--- config.mk ---
export PLATFORM = sky130hd
export DESIGN_NAME = mem_serial_issue
export DESIGN_NICKNAME = d
export VERILOG_FILES = /design/src/rtl/mem_serial_issue.sv
export SDC_FILE = /design/constraint.sdc
export NUM_CORES = 1
export LEC_CHECK = 0
export CAP_MARGIN = 20
export CORE_ASPECT_RATIO = 1.75
export CORE_MARGIN = 8
export CORE_UTILIZATION = 46
export DETAILED_ROUTE_END_ITERATION = 6
export PLACE_DENSITY = 0.92
export SLEW_MARGIN = 10
export SYNTH_ARGS = -nofsm -noshare
export SYNTH_HDL_FRONTEND = slang
export SYNTH_SLANG_ARGS = --single-unit
--- constraint.sdc ---
create_clock -name clk -period 2.6 [get_ports clk]
set_input_delay 0.65 -clock clk [delete_from_list [all_inputs] [get_ports clk]]
set_output_delay 0.65 -clock clk [all_outputs]
set_load 0.03 [all_outputs]
--- src/rtl/mem_serial_issue.sv ---
// mem_serial_issue: memory-stage request sequencer for the multi-issue pipeline.
// Latches up to LANES memory micro-ops when start is seen in IDLE, then issues
// them oldest-first (lane LANES-1 down to lane 0) over one dbus port with a
// valid/addr_ok/data_ok handshake. It builds store data and strobes, aligns and
// extends load data, and squashes every lane at and below the oldest killing lane.
//
// Ports
//   clk, resetn         clock, synchronous active-low reset
//   start               new lane bundle (sampled only in IDLE)
//   lane_load/store     per-lane access type
//   lane_kill           lane carries an exception/ERET; it and younger lanes not issued
//   lane_msize          per-lane size (2 bits): 0 byte, 1 half, 2 word
//   lane_sext           per-lane load sign-extend
//   lane_addr/wdata     per-lane address and raw store operand (32 bits each)
//   flush               abort the current bundle
//   dreq_*              bus request (valid, addr, size, strobe, data, uncached)
//   dresp_*             bus response (addr_ok, data_ok, data)
//   lane_rdata          aligned load results (32 bits per lane, 0 if not issued)
//   lane_excp/_store    misaligned-access exception per lane (1 = AdES, 0 = AdEL)
//   stall               pipeline hold
//   done                one-cycle pulse, results valid
//
// Build option: define MEM_MISALIGN_EXC_EN to enable alignment exceptions.
// Without it, lane_excp/lane_excp_store are 0 and addresses issue as given.

module mem_serial_issue #(
    parameter int unsigned LANES        = 2,
    parameter int unsigned UNCACHED_BIT = 29
) (
    input  logic                  clk,
    input  logic                  resetn,
    input  logic                  start,
    input  logic [LANES-1:0]      lane_load,
    input  logic [LANES-1:0]      lane_store,
    input  logic [LANES-1:0]      lane_kill,
    input  logic [2*LANES-1:0]    lane_msize,
    input  logic [LANES-1:0]      lane_sext,
    input  logic [32*LANES-1:0]   lane_addr,
    input  logic [32*LANES-1:0]   lane_wdata,
    input  logic                  flush,
    output logic                  dreq_valid,
    output logic [31:0]           dreq_addr,
    output logic [1:0]            dreq_size,
    output logic [3:0]            dreq_strobe,
    output logic [31:0]           dreq_data,
    output logic                  dreq_uncached,
    input  logic                  dresp_addr_ok,
    input  logic                  dresp_data_ok,
    input  logic [31:0]           dresp_data,
    output logic [32*LANES-1:0]   lane_rdata,
    output logic [LANES-1:0]      lane_excp,
    output logic [LANES-1:0]      lane_excp_store,
    output logic                  stall,
    output logic                  done
);

    localparam int unsigned PW = (LANES > 1) ? $clog2(LANES) : 1;

    localparam logic [1:0] S_IDLE = 2'd0;
    localparam logic [1:0] S_REQ  = 2'd1;
    localparam logic [1:0] S_WAIT = 2'd2;
    localparam logic [1:0] S_DONE = 2'd3;

    logic [1:0]           state_q, state_d;
    logic [PW-1:0]        ptr_q, ptr_d;
    logic                 flush_pend_q, flush_pend_d;
    logic                 latch_c, capture_c;

    logic [LANES-1:0]     mask_q, load_q, store_q, sext_q, excp_q, excp_st_q;
    logic [2*LANES-1:0]   msize_q;
    logic [32*LANES-1:0]  addr_q, wdata_q, rdata_q;

    logic [LANES-1:0]     mis_c, mis_st_c, start_mask_c;
    logic [PW-1:0]        first_ptr_c, next_ptr_c;
    logic                 next_found_c;

    logic [31:0]          sel_addr, sel_wdata, sel_shift, sel_ext;
    logic [1:0]           sel_size;
    logic                 sel_load, sel_store, sel_sext;

    // Start-time decode: misalignment, kill chain from the oldest lane, first lane.
    always_comb begin
        logic killed;
        mis_c        = '0;
        mis_st_c     = '0;
        start_mask_c = '0;
        first_ptr_c  = '0;
        killed       = 1'b0;
        for (int i = int'(LANES) - 1; i >= 0; i--) begin
`ifdef MEM_MISALIGN_EXC_EN
            if (lane_load[i] || lane_store[i]) begin
                case (lane_msize[2*i +: 2])
                    2'd0:    mis_c[i] = 1'b0;
                    2'd1:    mis_c[i] = lane_addr[32*i];
                    default: mis_c[i] = |lane_addr[32*i +: 2];
                endcase
            end
            mis_st_c[i] = mis_c[i] & lane_store[i];
`endif
            // A killing lane is itself excluded along with all younger lanes.
            if (lane_kill[i] || mis_c[i]) killed = 1'b1;
            start_mask_c[i] = !killed && (lane_load[i] || lane_store[i]);
        end
        for (int i = 0; i < int'(LANES); i++) begin
            if (start_mask_c[i]) first_ptr_c = PW'(i);
        end
    end

    // Next active lane below the current pointer (ascending scan keeps the highest).
    always_comb begin
        next_ptr_c   = '0;
        next_found_c = 1'b0;
        for (int i = 0; i < int'(LANES); i++) begin
            if (mask_q[i] && (PW'(i) < ptr_q)) begin
                next_ptr_c   = PW'(i);
                next_found_c = 1'b1;
            end
        end
    end

    // Fields of the lane currently under the pointer.
    always_comb begin
        sel_addr  = addr_q[{ptr_q, 5'd0} +: 32];
        sel_wdata = wdata_q[{ptr_q, 5'd0} +: 32];
        sel_size  = msize_q[{ptr_q, 1'b0} +: 2];
        sel_load  = load_q[ptr_q];
        sel_store = store_q[ptr_q];
        sel_sext  = sext_q[ptr_q];
    end

    // Store data replication and byte strobes.
    always_comb begin
        dreq_data   = sel_wdata;
        dreq_strobe = 4'b1111;
        case (sel_size)
            2'd0: begin
                dreq_data   = {4{sel_wdata[7:0]}};
                dreq_strobe = 4'b0001 << sel_addr[1:0];
            end
            2'd1: begin
                dreq_data   = {2{sel_wdata[15:0]}};
                dreq_strobe = sel_addr[1] ? 4'b1100 : 4'b0011;
            end
            default: ;
        endcase
        if (!sel_store) dreq_strobe = 4'b0000;
    end

    // Load alignment and extension.
    always_comb begin
        sel_shift = dresp_data >> {sel_addr[1:0], 3'b000};
        case (sel_size)
            2'd0:    sel_ext = {{24{sel_sext & sel_shift[7]}}, sel_shift[7:0]};
            2'd1:    sel_ext = {{16{sel_sext & sel_shift[15]}}, sel_shift[15:0]};
            default: sel_ext = sel_shift;
        endcase
    end

    // State register.
    always_ff @(posedge clk) begin
        if (!resetn) begin
            state_q      <= S_IDLE;
            ptr_q        <= '0;
            flush_pend_q <= 1'b0;
        end else begin
            state_q      <= state_d;
            ptr_q        <= ptr_d;
            flush_pend_q <= flush_pend_d;
        end
    end

    // Next-state logic; a flush after addr_ok still drains the outstanding data beat.
    always_comb begin
        state_d      = state_q;
        ptr_d        = ptr_q;
        flush_pend_d = flush_pend_q;
        latch_c      = 1'b0;
        capture_c    = 1'b0;
        case (state_q)
            S_IDLE: begin
                if (start) begin
                    latch_c      = 1'b1;
                    flush_pend_d = 1'b0;
                    if (start_mask_c == '0) begin
                        state_d = S_DONE;
                    end else begin
                        state_d = S_REQ;
                        ptr_d   = first_ptr_c;
                    end
                end
            end
            S_REQ: begin
                if (dresp_addr_ok) begin
                    if (dresp_data_ok) begin
                        if (flush) begin
                            state_d = S_IDLE;
                        end else begin
                            capture_c = 1'b1;
                            state_d   = next_found_c ? S_REQ : S_DONE;
                            if (next_found_c) ptr_d = next_ptr_c;
                        end
                    end else begin
                        state_d      = S_WAIT;
                        flush_pend_d = flush;
                    end
                end else if (flush) begin
                    state_d = S_IDLE;
                end
            end
            S_WAIT: begin
                if (dresp_data_ok) begin
                    if (flush || flush_pend_q) begin
                        state_d      = S_IDLE;
                        flush_pend_d = 1'b0;
                    end else begin
                        capture_c = 1'b1;
                        state_d   = next_found_c ? S_REQ : S_DONE;
                        if (next_found_c) ptr_d = next_ptr_c;
                    end
                end else if (flush) begin
                    flush_pend_d = 1'b1;
                end
            end
            default: state_d = S_IDLE;
        endcase
    end

    // Lane bundle latch, exception latch and load result capture.
    always_ff @(posedge clk) begin
        if (!resetn) begin
            mask_q    <= '0;
            load_q    <= '0;
            store_q   <= '0;
            sext_q    <= '0;
            msize_q   <= '0;
            addr_q    <= '0;
            wdata_q   <= '0;
            excp_q    <= '0;
            excp_st_q <= '0;
            rdata_q   <= '0;
        end else if (latch_c) begin
            mask_q    <= start_mask_c;
            load_q    <= lane_load;
            store_q   <= lane_store;
            sext_q    <= lane_sext;
            msize_q   <= lane_msize;
            addr_q    <= lane_addr;
            wdata_q   <= lane_wdata;
            excp_q    <= mis_c;
            excp_st_q <= mis_st_c;
            rdata_q   <= '0;
        end else if (capture_c && sel_load) begin
            rdata_q[{ptr_q, 5'd0} +: 32] <= sel_ext;
        end
    end

    assign dreq_valid      = (state_q == S_REQ);
    assign dreq_addr       = sel_addr;
    assign dreq_size       = sel_size;
    assign dreq_uncached   = sel_addr[UNCACHED_BIT];
    assign lane_rdata      = rdata_q;
    assign lane_excp       = excp_q;
    assign lane_excp_store = excp_st_q;
    assign done            = (state_q == S_DONE);
    assign stall           = (state_q == S_REQ) || (state_q == S_WAIT) ||
                             ((state_q == S_IDLE) && start);

endmodule

==> results.json, run 1 <==
{
  "end_kind": "primary output",
  "critPathLaunchType": "register",
  "fp-row-count": 70,
  "seq_area_frac_synth": 0.432,
  "rsz0062_at_grt": "yes",
  "via_count": 9796,
  "drive_above_1_share": 0.194,
  "synthesis.area_um2": 9600,
  "clk_pin_slew_ns": 0.07,
  "worstPathArrival_ns": 2.11,
  "setup_ws_ns": -0.162,
  "syn-instance-count": 1130,
  "fin_crit_ns": 2.76,
  "crit_path_max_fanout": 8,
  "multiInputGateArea_um2": 5250,
  "final_nets": 1646,
  "wire_per_inst_um": 20.9,
  "final_common_cell": "nand2_1",
  "grt_pass1_vias": 10000,
  "numPlacedInstances": 1648,
  "reg2reg_from": "ptr_q$_SDFFE_PN0P_",
  "finalHoldViolations": 0,
  "violations": "negative setup slack",
  "whs_ns": 0.462,
  "async_flop_share": 0,
  "hpwl_um": 24300,
  "drv_cap": 0,
  "ant_nets": 0,
  "maxSlewHeadroom": 0.224,
  "cts_tree": "done",
  "clock-sinks": 207,
  "cp.required_ns": 1.95,
  "ys_warn_count": 0,
  "grt_pass1_wl_um": 54300,
  "synth_edf_count": 0,
  "final_cell_mix": "nand2_1 (346), clkdlybuf4s50_1 (241), dfxtp_1 (206)",
  "dr.pass1.iters": 5,
  "drt_iter0_drc": 792,
  "antenna_found_initial": 6,
  "final_cells": 1732,
  "nFillCells": 1462,
  "clkLatencyLatePin_ns": 0.50,
  "fmax_ghz": 0.362,
  "initial_core_util": 0.464,
  "cts_hold_buf": 0,
  "grt.total_usage": 0.260,
  "synth_cell_types": 63,
  "hold_class": "reg -> reg",
  "core_um2": 20700,
  "skew_ns": 0.0203,
  "slew_viol_final": 0,
  "drt-total-wl_um": 36300,
  "gr-total-overflow": 0,
  "postSynthAreaPerCell_um2": 8.50,
  "setup.worst_path.class": "reg -> out",
  "outcome": "finished, violations left",
  "power_density_nw_per_um2": 862,
  "drcViolationCount": 0,
  "finalSetupViolCount": 28,
  "port-buffer-count": 315,
  "globalplace.congestion": 0.898,
  "seq_area_um2": 4150,
  "numCtsBuffers": 20,
  "fp.dieH_um": 207,
  "fin_crit_sh": 1.06,
  "leakage_nw": 5.61,
  "tightestPinTransition_ns": 1.16,
  "dieWidth_um": 125,
  "synth_ff_type": "dfxtp_1",
  "yosys_register_bits": 207,
  "cts_root_buf": "clkbuf_16",
  "htreeDepth": 1,
  "die_area_um2": 25900,
  "cts_buffer_depth": 3,
  "pin_count": 320,
  "peakVddDrop_mv": 0.769,
  "area_delta_synth_final_pct": 50.5,
  "hold_path.startpoint": "addr_q[2]$_SDFFE_PN0P_",
  "grt_start_max_net_pins": 144,
  "routed_via_density": 5.66,
  "critPathLaunch": "ptr_q$_SDFFE_PN0P_"
}
kinds of logic (layout without fill, tap and decap cells):
group,after synthesis,in the layout,share of synthesized area
and+or+nand+nor,435,435,0.187
AOI/OAI and AO/OA,292,292,0.227
DFF,207,207,0.432
buffers and inverters,102,446,0.0490
muxes,89,89,0.0996
adders and majority gates,4,4,0.00521
other,1,7,0.000391
critical path: stages (launching register included):
cell and delay [ns]:
dfxtp_4 0.43, buf_12 0.12, clkbuf_16 0.15, mux2_4 0.33
o211ai_1 0.29, o21ai_1 0.11, buf_4 0.18
metrics by stage:
step	setup slack [ns]	setup TNS, ns	instance area [um2]	util	total power (W)
2_1_floorplan	-0.00323	-0.00323	9630	-	0.00675
3_3_place_gp	0.00780	0	13000	0.630	0.00851
3_5_place_dp	-0.165	-1.60	13000	0.630	0.00862
4_1_cts	-0.143	-3.80	14200	0.686	0.0122
5_1_grt	-0.209	-4.17	14500	0.699	0.0130
6_report	-0.162	-2.40	14500	0.699	0.0125
path summary, 6_finish.rpt:
kind | endpoint | slack [ns] | cells past startpoint
max | dreq_data[29] | -0.16 | 6
min reg2reg | addr_q[2]$_SDFFE_PN0P_ | 0.46 | 2
max reg2reg | lane_rdata[40]$_SDFFE_PP0P_ | -0.06 | 9
min | addr_q[2]$_SDFFE_PN0P_ | 0.46 | 2
synth_stat cells (4+ instances only):
library cell  number  share of area
o21ai_0           30          0.016
buf_4              7         0.0055
dfxtp_1          207           0.43
a21boi_0         139           0.11
a2111oi_1          5         0.0052
nor2_1            32          0.013
a2111oi_2          4         0.0063
inv_1             10         0.0039
nor2b_1            6         0.0039
ha_1               4         0.0052
buf_6              4         0.0047
o22ai_1            9         0.0059
mux2_2            38          0.045
mux2i_1           48          0.050
nand2b_1           4         0.0026
clkbuf_1          63          0.025
a21oi_1           31          0.016
a2111oi_0          5         0.0046
o211ai_1           8         0.0063
nand2_1          348           0.14
a22o_1            33          0.030
nor3_1            23          0.012
buf_2             16         0.0083
registers in the layout, indices dropped and copies added (netlist names):
signal and count:
wdata_q 64, mask_q 1, msize_q 4, addr_q 64
store_q 2, sext_q 2, state_q 2, flush_pend_q 1
ptr_q 1, load_q 2, lane_rdata 64
what timing repair did:
action	CTS	global route
cloned	6	4
pin swaps	4	9
resized for setup	202	83
hold endpoints to repair	0	0
setup buffers	19	16
setup endpoints to repair	70	87
area by class of cell:
cell class | instances | share of cell area
multi-input combinational | 824 | 0.363
sequential | 207 | 0.287
timing repair buffer | 401 | 0.277
clock buffer | 31 | 0.0410
tap | 252 | 0.0218
clock inverter | 4 | 0.00675
inverter | 10 | 0.00260
antenna | 3 | 0.000519
per-layer routing:
metal,share of wire,global-route usage
met2,0.52,0.472
met1,0.34,0.253
met4,0.070,0.182
met5,0.0011,0
met3,0.072,0.0612
power by group:
part           total [W]  internal (W)  switching (W)
registers        0.00384       0.00357       0.000271
logic            0.00552       0.00231        0.00321
clock network    0.00309       0.00187        0.00122
total             0.0125       0.00775        0.00471
Power figures use the tool's default switching activity.
==> run 2: changes to the inputs <==
Settings changed: GPL_ROUTABILITY_DRIVEN set to 0.
==> results of run 2 <==
The final DEF is identical to that of run 1; final timing and power are the same.
